**src/rtl/matrix_dma_sequencer_if.sv**
```systemverilog
// Avalon-MM burst read master bundle used by matrix_dma_sequencer.
// Handshake: a command (address/burstcount) is accepted when read && !waitrequest; while read && waitrequest the master holds read, address and burstcount stable; readdatavalid returns one word per cycle, in command order.
interface matrix_dma_sequencer_if;
  logic [29:0] address;
  logic        read;
  logic [2:0]  burstcount;
  logic        waitrequest;
  logic [31:0] readdata;
  logic        readdatavalid;

  modport master (
    output address, read, burstcount,
    input  waitrequest, readdata, readdatavalid
  );

  modport slave (
    input  address, read, burstcount,
    output waitrequest, readdata, readdatavalid
  );
endinterface

```
**src/rtl/matrix_dma_sequencer.sv**
```systemverilog
// Burst read sequencer: fetches an NxN matrix over Avalon-MM into matrix RAM (row stride 32).
// Optional stall counter enabled by defining DMA_PERF_CNT_EN; otherwise stall_cycles is tied to 0.
module matrix_dma_sequencer #(
  parameter int BURST           = 4,
  parameter int MAX_OUTSTANDING = 8
) (
  input  logic        clk,
  input  logic        reset,
  input  logic        start,
  input  logic [31:0] base_ptr,
  input  logic [5:0]  mx_size,
  output logic        busy,
  output logic        done,
  matrix_dma_sequencer_if.master av,
  output logic [9:0]  ram_addr,
  output logic [31:0] ram_data,
  output logic        ram_we,
  output logic [15:0] stall_cycles,
  output logic [1:0]  dbg_state
);

  localparam logic [10:0] BURST_W   = 11'(BURST);
  localparam logic [10:0] MAX_OUT_W = 11'(MAX_OUTSTANDING);

  typedef enum logic [1:0] {
    IDLE   = 2'd0,
    ISSUE  = 2'd1,
    DRAIN  = 2'd2,
    FINISH = 2'd3
  } state_t;

  state_t      state;
  logic [5:0]  n_lat;
  logic [10:0] total;
  logic [10:0] issued;
  logic [10:0] outstanding;
  logic [10:0] received;
  logic [4:0]  row;
  logic [4:0]  col;

  logic [5:0]  n_in;
  logic [10:0] total_in;
  logic [2:0]  first_b;
  logic        accept;
  logic        beat;
  logic [10:0] issued_nx;
  logic [10:0] out_inc;
  logic [10:0] out_nx;
  logic [10:0] remain_nx;
  logic [2:0]  b_nx;
  logic        fits;
  logic        unused_ptr_bits;

  assign dbg_state       = state;
  assign unused_ptr_bits = ^base_ptr[31:30];

  // Next-command decision uses the post-edge issued/outstanding counts so the
  // registered read reflects the limit exactly one cycle later.
  always_comb begin
    n_in      = (mx_size > 6'd32) ? 6'd32 : mx_size;
    total_in  = 11'(n_in) * 11'(n_in);
    first_b   = (total_in < BURST_W) ? total_in[2:0] : BURST_W[2:0];
    accept    = av.read && !av.waitrequest;
    beat      = av.readdatavalid && (state != IDLE);
    issued_nx = accept ? issued + 11'(av.burstcount) : issued;
    out_inc   = accept ? outstanding + 11'(av.burstcount) : outstanding;
    out_nx    = (beat && (out_inc != 11'd0)) ? out_inc - 11'd1 : out_inc;
    remain_nx = total - issued_nx;
    b_nx      = (remain_nx < BURST_W) ? remain_nx[2:0] : BURST_W[2:0];
    fits      = (out_nx + 11'(b_nx)) <= MAX_OUT_W;
  end

  always_ff @(posedge clk or posedge reset) begin
    if (reset) begin
      state         <= IDLE;
      busy          <= 1'b0;
      done          <= 1'b0;
      av.address    <= '0;
      av.read       <= 1'b0;
      av.burstcount <= '0;
      ram_addr      <= '0;
      ram_data      <= '0;
      ram_we        <= 1'b0;
      n_lat         <= '0;
      total         <= '0;
      issued        <= '0;
      outstanding   <= '0;
      received      <= '0;
      row           <= '0;
      col           <= '0;
    end else begin
      done   <= 1'b0;
      ram_we <= 1'b0;

      if (beat) begin
        ram_we   <= 1'b1;
        ram_data <= av.readdata;
        ram_addr <= {row, col};
        received <= received + 11'd1;
        if ({1'b0, col} == n_lat - 6'd1) begin
          col <= '0;
          row <= row + 5'd1;
        end else begin
          col <= col + 5'd1;
        end
      end

      if (state != IDLE) outstanding <= out_nx;

      case (state)
        IDLE: begin
          if (start) begin
            n_lat       <= n_in;
            total       <= total_in;
            issued      <= '0;
            outstanding <= '0;
            received    <= '0;
            row         <= '0;
            col         <= '0;
            busy        <= 1'b1;
            if (n_in == 6'd0) begin
              state <= FINISH;
            end else begin
              state         <= ISSUE;
              av.read       <= 1'b1;
              av.address    <= base_ptr[29:0];
              av.burstcount <= first_b;
            end
          end
        end

        ISSUE: begin
          // A stalled command stays frozen; everything else re-evaluates.
          if (!(av.read && av.waitrequest)) begin
            issued <= issued_nx;
            if (accept) av.address <= av.address + {25'd0, av.burstcount, 2'b00};
            if (remain_nx == 11'd0) begin
              av.read <= 1'b0;
              state   <= DRAIN;
            end else begin
              av.read       <= fits;
              av.burstcount <= b_nx;
            end
          end
        end

        DRAIN: begin
          if (received == total) state <= FINISH;
        end

        FINISH: begin
          done  <= 1'b1;
          busy  <= 1'b0;
          state <= IDLE;
        end

        default: state <= IDLE;
      endcase
    end
  end

`ifdef DMA_PERF_CNT_EN
  logic [15:0] stall_cnt;

  always_ff @(posedge clk or posedge reset) begin
    if (reset) begin
      stall_cnt <= '0;
    end else if ((state == IDLE) && start) begin
      stall_cnt <= '0;
    end else if (av.read && av.waitrequest && (stall_cnt != 16'hFFFF)) begin
      stall_cnt <= stall_cnt + 16'd1;
    end
  end

  assign stall_cycles = stall_cnt;
`else
  assign stall_cycles = '0;
`endif

endmodule

```
**src/flat_wrapper.sv**
```systemverilog
// flat-port wrapper written by rule: the top's interface ports become plain ports
module matrix_dma_sequencer_flat 
#(
  parameter int BURST           = 4,
  parameter int MAX_OUTSTANDING = 8
)
  (clk, reset, start, base_ptr, mx_size, busy, done, ram_addr, ram_data, ram_we, stall_cycles, dbg_state, av_address, av_read, av_burstcount, av_waitrequest, av_readdata, av_readdatavalid);
  matrix_dma_sequencer_if av_i ();
  input  logic clk;
  input  logic reset;
  input  logic start;
  input  logic [31:0] base_ptr;
  input  logic [5:0] mx_size;
  output logic busy;
  output logic done;
  output logic [9:0] ram_addr;
  output logic [31:0] ram_data;
  output logic ram_we;
  output logic [15:0] stall_cycles;
  output logic [1:0] dbg_state;
  output wire logic [$bits(av_i.address)-1:0] av_address;
  output wire logic [$bits(av_i.read)-1:0] av_read;
  output wire logic [$bits(av_i.burstcount)-1:0] av_burstcount;
  input wire logic [$bits(av_i.waitrequest)-1:0] av_waitrequest;
  input wire logic [$bits(av_i.readdata)-1:0] av_readdata;
  input wire logic [$bits(av_i.readdatavalid)-1:0] av_readdatavalid;
  assign av_address = av_i.address;
  assign av_read = av_i.read;
  assign av_burstcount = av_i.burstcount;
  assign av_i.waitrequest = av_waitrequest;
  assign av_i.readdata = av_readdata;
  assign av_i.readdatavalid = av_readdatavalid;
  matrix_dma_sequencer #(.BURST(BURST), .MAX_OUTSTANDING(MAX_OUTSTANDING)) u_core (.clk(clk), .reset(reset), .start(start), .base_ptr(base_ptr), .mx_size(mx_size), .busy(busy), .done(done), .av(av_i), .ram_addr(ram_addr), .ram_data(ram_data), .ram_we(ram_we), .stall_cycles(stall_cycles), .dbg_state(dbg_state));
endmodule
```
**config.mk**
```make
export PLATFORM = sky130hd
export DESIGN_NAME = matrix_dma_sequencer_flat
export DESIGN_NICKNAME = d
export VERILOG_FILES = /design/src/rtl/matrix_dma_sequencer_if.sv /design/src/rtl/matrix_dma_sequencer.sv /design/src/flat_wrapper.sv
export SDC_FILE = /design/constraint.sdc
export NUM_CORES = 1
export LEC_CHECK = 0
export CELL_PAD_IN_SITES_DETAIL_PLACEMENT = 0
export CELL_PAD_IN_SITES_GLOBAL_PLACEMENT = 1
export CORE_MARGIN = 2
export CORE_UTILIZATION = 39
export DETAILED_ROUTE_END_ITERATION = 10
export GPL_TIMING_DRIVEN = 0
export PLACE_DENSITY_LB_ADDON = 0.1
export SLEW_MARGIN = 20
export SYNTH_ARGS = -nofsm -noshare
export SYNTH_HDL_FRONTEND = slang
export SYNTH_SLANG_ARGS = --single-unit
export TNS_END_PERCENT = 30
```
**constraint.sdc**
```tcl
create_clock -name clk -period 5.9 [get_ports clk]
set_input_delay 0.59 -clock clk [delete_from_list [all_inputs] [get_ports clk]]
set_output_delay 0.59 -clock clk [all_outputs]
set_load 0.02 [all_outputs]
```
==> results.json <==
{
  "vias": 7962,
  "htreeDepth": 4,
  "use_met1_pct": 29.5,
  "multi_input_area_mm2": 0.00502,
  "die_h_um": 155,
  "hpwlAfterDp_um": 18800,
  "clock_path_buffers": 2,
  "ys.flop_type": "dfrtp_1",
  "drive_above_1_share_pct": 6.50,
  "seq_area_mm2": 0.00348,
  "nFillCells": 2200,
  "grt-busiest-layer": "met2",
  "maxSlewViolCount": 0,
  "dieArea_mm2": 0.0240,
  "wl_per_cell_um": 16.3,
  "power.total_mw": 6.01,
  "setup_tns_ns": 0,
  "tightest_slew_ns": 0.922,
  "finClkSkew_ns": 0.0147,
  "status": "finished clean",
  "crit_arrival_ns": 5.69,
  "coreArea_mm2": 0.0225,
  "yosys_warnings": 0,
  "grt_pass1_wl_um": 41100,
  "cts_root_buf": "clkbuf_16",
  "grt_start_max_net_pins": 97,
  "grt_antenna_before_repair": 0,
  "initial_utilization_pct": 39.4,
  "setup.worst_path.start_class": "flop",
  "crit_type": "flop to flop",
  "path_max_fanout": 6,
  "final_area_mm2": 0.0115,
  "syn_avg_cell_area_um2": 8.40,
  "synth_edf_count": 0,
  "critPathCaptureType": "flop",
  "ys_seq_area_share_pct": 39.2,
  "dr.pass1.iters": 4,
  "synth_seq_cells": 139,
  "pwr_density_cell_mw_per_mm2": 522,
  "grt_overflow": 0,
  "fin_worst_hold_slack_ns": 0.473,
  "clock_latency_ns": 0.44,
  "rsz0062_at_grt": "no",
  "fmax_ghz": 0.187,
  "synth_cells": 1056,
  "use_met3_pct": 3.73,
  "placed_area_mm2": 0.0109,
  "tritoncts": "built",
  "layout.nets": 1379,
  "wl_um": 25300,
  "cts_made_buffers": 17,
  "n_antenna_cell": 0,
  "viasPerCell": 5.15,
  "cp.required_ns": 6.24,
  "max_slew_margin_pct": 37.7,
  "netlist_area_mm2": 0.00887,
  "io_pins": 172,
  "synth_common_cells": "242 x nand2_1, 139 x dfrtp_1, 86 x nor2_1",
  "finalHoldViolCount": 0,
  "numClockSinks": 139,
  "ir_drop_mv": 0.211,
  "clkSlewWorstSetupHoldPaths_ns": 0.07,
  "hp-class": "flop to flop",
  "syn2layout_area_growth_pct": 29.7,
  "numPortBuffers": 153,
  "route.detailed.drc": 0,
  "fin_crit_ns": 5.35,
  "die_w_um": 155,
  "grt_pass1_vias": 7695,
  "synth-async-reset-ratio_pct": 100,
  "first_iter_violations": 566,
  "yosysMostFrequentCell": "nand2_1",
  "ant_nets": 0,
  "drv_cap": 0,
  "gp_congestion": 0.829,
  "period_share_pct": 90.7,
  "track_usage_pct": 21.7,
  "synth_top_area_share_pct": 39.2,
  "leakagePower_nw": 5.23,
  "synth_cell_types": 75,
  "setup_viol": 0,
  "synth.area.top_cells": "dfrtp_1 39%, nand2_1 10%, ha_1 6.1%, a21oi_1 4.1%, o21ai_0 3.9%",
  "rows": 55,
  "grt_use_met2_pct": 35.4,
  "synth_top_area_cell": "dfrtp_1",
  "ctsHoldBuffers": 0
}
-- cells by family (layout without fill, tap and decap cells) --
group	after synthesis	after routing	share of synthesized area, %
AND/OR/NAND/NOR	455	455	23.0
AO/OA/AOI/OAI	229	229	16.0
flip-flops	139	139	39.2
buffers and inverters	99	286	5.06
XOR/XNOR	67	67	6.70
adder cells (fa/ha/maj)	55	55	8.77
multiplexers	10	10	1.14
other	2	21	0.0846
-- registers in the layout, summed over array words and instances, names as in the netlist, 2 cells and up --
signal,cells
u_core.n_lat,5
u_core.dbg_state,2
u_core.ram_data,32
u_core.total,10
u_core.row,5
u_core.outstanding,11
u_core.ram_addr,10
u_core.issued,11
u_core.av.address,30
u_core.av.burstcount,3
u_core.received,11
u_core.col,5
-- critical path, stage by stage, from the launching register on --
cell and delay [ns]:
dfrtp_1 0.50, ha_1 0.29, fa_1 0.41, xnor2_1 0.15
nor2_1 0.06, a21oi_1 0.21, ha_1 0.31, a21o_1 0.21
a21oi_1 0.18, o21ai_0 0.13, a31oi_1 0.27, o21ai_0 0.15
xnor2_1 0.18, nand4_1 0.10, buf_4 0.19, nor2_1 0.10
ha_1 0.19, fa_1 0.21, a21oi_1 0.10, a2111oi_1 0.35
o21ai_0 0.20, o221a_2 0.28, a311o_1 0.30, o31ai_2 0.19
-- final timing paths --
kind | start | slack [ns] | endpoint | cells past startpoint
max | u_core.av.burstcount[0]$_DFFE_PP0P_ | 0.55 | u_core.av.read$_DFFE_PP0P_ | 23
min | u_core.ram_data[7]$_DFFE_PP0P_ | 0.47 | u_core.ram_data[7]$_DFFE_PP0P_ | 2
max reg2reg | u_core.av.burstcount[0]$_DFFE_PP0P_ | 0.55 | u_core.av.read$_DFFE_PP0P_ | 23
min reg2reg | u_core.ram_data[7]$_DFFE_PP0P_ | 0.47 | u_core.ram_data[7]$_DFFE_PP0P_ | 2
max in group asynchronous | reset | 4.51 | u_core.av.burstcount[1]$_DFFE_PP0P_ | 3
min in group asynchronous | reset | 0.54 | u_core.ram_data[22]$_DFFE_PP0P_ | 2
-- cell usage in the layout (no fill, tap or decap), types with 17 or more instances in the layout --
| cell type | netlist | routed |
|---|---|---|
| o21ai_0 | 69 | 69 |
| nand2_1 | 242 | 242 |
| ha_1 | 43 | 43 |
| nor2_1 | 86 | 85 |
| o22ai_1 | 18 | 18 |
| nor3_1 | 17 | 17 |
| a21oi_1 | 72 | 72 |
| nand3_1 | 24 | 24 |
| xnor2_1 | 34 | 34 |
| xor2_1 | 32 | 32 |
| dfrtp_1 | 139 | 138 |
| clkbuf_1 | 30 | 30 |
| clkdlybuf4s50_1 | 0 | 153 |
| inv_1 | 41 | 40 |
| clkbuf_16 | 0 | 17 |
| buf_4 | 16 | 17 |
| conb_1 | 2 | 21 |
-- through the flow --
| stage | util, % | setup slack (ns) | std cells |
|---|---|---|---|
| after floorplan | - | 1.11 | 1075 |
| after global placement | 48.1 | -0.880 | 1513 |
| after detailed placement | 48.3 | -0.115 | 1514 |
| after CTS | 51.1 | 0.207 | 1546 |
| after global routing | 51.1 | 0.0118 | 1547 |
| final | 51.1 | 0.546 | 1547 |
-- report_power, final --
| group | internal (mW) | total, mW | leakage (nW) | switching, mW |
|---|---|---|---|---|
| Clock | 0.580 | 1.11 | 0.302 | 0.531 |
| Combinational | 1.35 | 3.27 | 3.17 | 1.93 |
| Sequential | 1.30 | 1.63 | 1.76 | 0.333 |
| Total | 3.22 | 6.01 | 5.23 | 2.79 |
-- routing by layer --
metal / share of wire [%] / up-vias
li1: - / 3976
met1: 46 / 3790
met2: 49 / 167
met3: 3.6 / 29
met4: 1.8 / 0
met5: 0 / -
-- area by class of cell --
| class | instances | area share, % |
|---|---|---|
| Timing Repair Buffer | 155 | 13.6 |
| Sequential cell | 139 | 30.2 |
| Buffer | 58 | 2.57 |
| Multi-Input combinational cell | 837 | 43.6 |
| Clock buffer | 17 | 3.70 |
| Clock inverter | 15 | 1.75 |
| Tap cell | 285 | 3.10 |
| Inverter | 41 | 1.40 |
-- timing repair --
item / CTS / global route
endpoints found under the setup margin: 0 / 1
resized for setup: 0 / 4
setup buffers: 0 / 1
(Power assumes the default switching activity.)
